`config.mk`:
```
export PLATFORM = sky130hd
export DESIGN_NAME = biquad8_fir_coeff_loader
export DESIGN_NICKNAME = d
export VERILOG_FILES = /design/src/rtl/biquad8_fir_coeff_loader.sv
export SDC_FILE = /design/constraint.sdc
export NUM_CORES = 1
export LEC_CHECK = 0
export BUFFER_PORTS_ARGS = -buffer_cell sky130_fd_sc_hd__buf_2
export CAP_MARGIN = 20
export CORE_AREA = 2 2 88 90
export CTS_CLUSTER_SIZE = 16
export DETAILED_ROUTE_END_ITERATION = 6
export DIE_AREA = 0 0 90 92
export GPL_TIMING_DRIVEN = 1
export PLACE_DENSITY = 0.85
export SLEW_MARGIN = 15
export SYNTH_ARGS = -nofsm -noshare
export SYNTH_HDL_FRONTEND = slang
export SYNTH_SLANG_ARGS = --single-unit
```
`constraint.sdc`:
```
create_clock -name clk -period 6 [get_ports clk]
set_input_delay 1.2 -clock clk [delete_from_list [all_inputs] [get_ports clk]]
set_output_delay 1.2 -clock clk [all_outputs]
set_load 0.005 [all_outputs]
```
`src/rtl/biquad8_fir_coeff_loader.sv`:
```
// biquad8_fir_coeff_loader: shadows b/a coefficients, then on commit streams b then a into the FIR stage, commits them, optionally bypassing the FIR around the load; ports: clk, rst, wr_i/addr_i/dat_i register writes, coeff_dat_o/coeff_wr_o/coeff_update_o to FIR, bypass_o, busy_o, done_o
module biquad8_fir_coeff_loader #(
  parameter int COEFF_BITS = 18,
  parameter int SAFE_UPDATE = 1,
  parameter int SETTLE_CYCLES = 4
) (
  input  logic                  clk,
  input  logic                  rst,
  input  logic                  wr_i,
  input  logic [1:0]            addr_i,
  input  logic [31:0]           dat_i,
  output logic [COEFF_BITS-1:0] coeff_dat_o,
  output logic                  coeff_wr_o,
  output logic                  coeff_update_o,
  output logic                  bypass_o,
  output logic                  busy_o,
  output logic                  done_o
);
  typedef enum logic [2:0] {IDLE, PRE_WAIT, WR_B, WR_A, UPD, POST_WAIT} state_t;
  localparam logic SAFE = SAFE_UPDATE != 0;
  localparam logic [3:0] S1 = 4'(SETTLE_CYCLES - 1);
  state_t state, nxt;
  logic [COEFF_BITS-1:0] sh_b, sh_a, snap_b, snap_a, nb, na;
  logic [3:0] cnt;
  logic ubyp, nub, pend, commit, start;
  logic unused_dat;
  assign unused_dat = ^dat_i;
  assign commit = wr_i && addr_i == 2'd2 && dat_i[1];
  assign nb = (wr_i && addr_i == 2'd0) ? dat_i[COEFF_BITS-1:0] : sh_b;
  assign na = (wr_i && addr_i == 2'd1) ? dat_i[COEFF_BITS-1:0] : sh_a;
  assign nub = (wr_i && addr_i == 2'd2) ? dat_i[0] : ubyp;
  assign start = state == IDLE && (commit || pend);
  always_comb begin
    nxt = state;
    case (state)
      IDLE:      nxt = start ? (SAFE ? PRE_WAIT : WR_B) : IDLE;
      PRE_WAIT:  nxt = cnt == 4'd0 ? WR_B : PRE_WAIT;
      WR_B:      nxt = WR_A;
      WR_A:      nxt = UPD;
      UPD:       nxt = SAFE ? POST_WAIT : IDLE;
      POST_WAIT: nxt = cnt == 4'd0 ? IDLE : POST_WAIT;
      default:   nxt = IDLE;
    endcase
  end
  // Outputs are registered from the next state so each strobe lines up with the state it belongs to.
  // The shadow-with-write values (nb/na) feed the snapshot so a write landing on the start cycle is used.
  always_ff @(posedge clk or posedge rst)
    if (rst) begin
      state          <= IDLE;
      sh_b           <= COEFF_BITS'(18'h04000);
      sh_a           <= '0;
      snap_b         <= '0;
      snap_a         <= '0;
      ubyp           <= 1'b1;
      pend           <= 1'b0;
      cnt            <= '0;
      coeff_dat_o    <= '0;
      coeff_wr_o     <= 1'b0;
      coeff_update_o <= 1'b0;
      bypass_o       <= 1'b1;
      busy_o         <= 1'b0;
      done_o         <= 1'b0;
    end else begin
      state          <= nxt;
      sh_b           <= nb;
      sh_a           <= na;
      ubyp           <= nub;
      pend           <= start ? 1'b0 : (commit && state != IDLE) ? 1'b1 : pend;
      snap_b         <= start ? nb : snap_b;
      snap_a         <= start ? na : snap_a;
      cnt            <= (state == IDLE || state == UPD) ? S1 : cnt != 4'd0 ? cnt - 4'd1 : cnt;
      coeff_dat_o    <= nxt == WR_B ? (state == IDLE ? nb : snap_b) : nxt == WR_A ? snap_a : coeff_dat_o;
      coeff_wr_o     <= nxt == WR_B || nxt == WR_A;
      coeff_update_o <= nxt == UPD;
      bypass_o       <= nub || (SAFE && nxt != IDLE);
      busy_o         <= nxt != IDLE;
      done_o         <= state != IDLE && nxt == IDLE;
    end
endmodule
```
==> reports/metrics.csv <==
metric,value,unit
status,completed,
whs_path_depth,1,
maxCapViolations,0,
clk_latency,0.35,ns
routed-wl-met2,4110,um
synth_top_cell_by_area,dfrtp_1,
ff2ff_path_depth,4,
yosysTopAreaCellShare,58.6,%
routedLengthMet1,3580,um
synth.avg_cell_area,13.9,um^2
hold_ws,0.497,ns
ir_drop,0.222,mV
netlist_instances,311,
crit_chain,buf_2 -> nor3b_2 -> buf_4 -> mux2_2 -> mux2_2,
initial_core_util,57.9,%
ys_warn_count,0,
io_pins,60,
crit_top_cell,mux2_2,
slowest_delay,0.65,ns
grt_overflow_total,0,
place.port_buffers,45,
finalHoldViolCount,0,
ctsHtreeMaxLevel,3,
rrSetupSlack,3.65,ns
grt_util_all_layers,20.5,%
total_leakage_power,2.14,nW
numCtsBuffers,9,
place_inst,447,
coreArea,7450,um^2
postRouteAntennaNets,0,
layout_setup_ws,3.26,ns
skew,0.0136,ns
layout-drive-gt1-share,43.5,%
worstMarginPinSlew,0.863,ns
holdBufCountCts,0,
place_congestion,0.789,
cp.buffers_inverters,2,
final_util,64.7,%
min_period,2.74,ns
syn_nets,349,
wl_met3,249,um
drv_slew,0,
grt_max_degree,69,
regToRegEndpoint,coeff_dat_o[13]$_DFFE_PP0P_,
cts.repair.resized,0,
vias,2607,
crit_required,6.23,ns
ys_seq_area_share,60.4,%
grt_setup_unrepaired,false,
clk_pin_slew,0.09,ns
critPathLaunchType,input pin,
antenna_found_initial,0,
final.fill_count,562,
ff_latch_area,2610,um^2
finalCritPeriodShare,45.6,%
worstPathMaxFanout,11,
max_freq,0.365,GHz
top_layer,met4,
synth_area,4310,um^2
post_drt_wl_per_cell,17.3,um
routed_via_density,5.63,
worst_setup_path_end_kind,flop,
grt_pass1_vias,2707,
die_area,8280,um^2
relSlewSlack,42.3,%
cts_buffer_depth,2,
dp_slack,2.87,ns
final-instance-count-excl-fill,463,
critPathKind,input pin to flop,
fin_nets,395,
crit_family,simple AND/OR/NAND/NOR gates,
hold_start,sh_b[12]$_DFF_PP0_,
die_x,90,um
finalSetupViolCount,0,
synth_area_leaders,"dfrtp_1, mux2_2, o221a_2",
grt_pass1_wl,13300,um
root_buffer,clkbuf_8,
multi_input_area,1600,um^2
worstHoldEndpoint,sh_b[12]$_DFF_PP0_,
r2r-start,state[1]$_DFF_PP0_,
cp_slowest_cell,nor3b_2,
ys_types,39,
hpwl,5130,um
diodes,0,
tritoncts,done,
cts.sinks,104,
drtIter0Drc,195,
area_growth,11.7,%
synth-seq-cells,104,
drc,0,
cts_setup_buffers,0,
min_path_type,flop to flop,
power-per-cell-area,471,nW/um^2
setup_tns,0,ns
placementRows,32,
wirelength,8030,um
die_y,92,um
cp_data_arrival_time,2.97,ns
dr.pass1.iters,4,
-- cell families (layout without fill, tap and decap cells) --
family	Yosys count	in the layout	share of synthesized area (%)
flip-flops	104	104	60.4
XOR/XNOR	1	1	0.203
multiplexers	76	76	19.8
buffers and inverters	20	70	2.55
AND/OR/NAND/NOR	64	64	8.56
AO/OA/AOI/OAI	45	45	8.21
adder cells (fa/ha/maj)	1	1	0.290
-- through the flow --
| step | cell area [um^2] | power [mW] |
|---|---|---|
| floorplan | 4310 | 1.63 |
| global placement | 4610 | 1.79 |
| detailed placement | 4610 | 1.84 |
| CTS | 4810 | 2.28 |
| global route | 4820 | 2.40 |
| finish | 4820 | 2.27 |
-- state kept, by name (all words and copies together) (netlist names) --
name            cells
pend                1
sh_a               18
busy_o              1
coeff_dat_o        18
snap_b             18
done_o              1
state               3
bypass_o            1
snap_a             18
sh_b               18
coeff_update_o      1
coeff_wr_o          1
ubyp                1
cnt                 4
-- synth_stat cells, drive strengths merged --
library cell	instances
nor2	17
nor3	3
mux2	74
nor2b	11
or4b	1
or3	1
buf	12
dfrtp	101
dfstp	3
nand2b	10
a221o	9
o21ai	11
mux2i	2
nand4b	1
xnor2	1
a21o	1
o221a	9
o21bai	1
a21oi	11
inv	5
ha	1
nor3b	3
a21boi	1
nand2	11
nor4b	1
nand3b	2
nor4bb	1
clkbuf	3
and2	1
o21a	2
or2	1
-- final cells by class --
type / count / share of cell area (%)
clock inverters: 2 / 0.805
clock buffers: 13 / 3.30
multi-input cells: 187 / 33.3
inverters: 5 / 0.441
well taps: 102 / 2.65
flip-flops and latches: 104 / 54.1
repair buffers: 50 / 5.45
-- cell usage in the layout, fill, tap and decap left out, types with 2 or more instances in the layout --
cell type / Yosys / final
nor3b_1: 3 / 2
nor2b_1: 11 / 11
dfstp_2: 3 / 3
nor2_1: 17 / 17
a21oi_1: 10 / 10
clkbuf_1: 3 / 2
o21ai_0: 10 / 10
mux2_2: 73 / 73
dfrtp_1: 101 / 101
o221a_2: 9 / 9
nand2b_1: 10 / 10
mux2i_1: 2 / 2
buf_2: 7 / 45
inv_1: 5 / 4
nand2_1: 11 / 11
a221o_1: 9 / 9
clkbuf_8: 0 / 11
buf_4: 1 / 5
o21a_1: 2 / 2
nor3_1: 2 / 2
-- worst max-delay path by stage --
stage                   start  slack, ns  cells past startpoint                      to
finish              addr_i[1]       3.26                      5  snap_b[16]$_DFFE_PP0P_
global route        addr_i[1]       3.17                      5  snap_b[16]$_DFFE_PP0P_
CTS                 addr_i[1]       3.24                      5  snap_b[16]$_DFFE_PP0P_
global placement    addr_i[1]       2.89                      5   snap_b[2]$_DFFE_PP0P_
floorplan                 rst       2.07                      1        busy_o$_DFF_PP0_
detailed placement  addr_i[1]       2.87                      5  snap_b[16]$_DFFE_PP0P_
-- power breakdown --
group          total (mW)  internal (mW)  switching, mW
clock               0.431          0.215          0.216
combinational       0.721          0.396          0.325
sequential           1.12          0.961          0.155
-- per-layer routing --
layer,vias up,track usage (%)
met2,48,34.6
li1,1197,-
met4,0,7.18
met5,-,0
met1,1354,27.4
met3,8,3.20
Note: power is estimated with default switching activity, not from simulation.
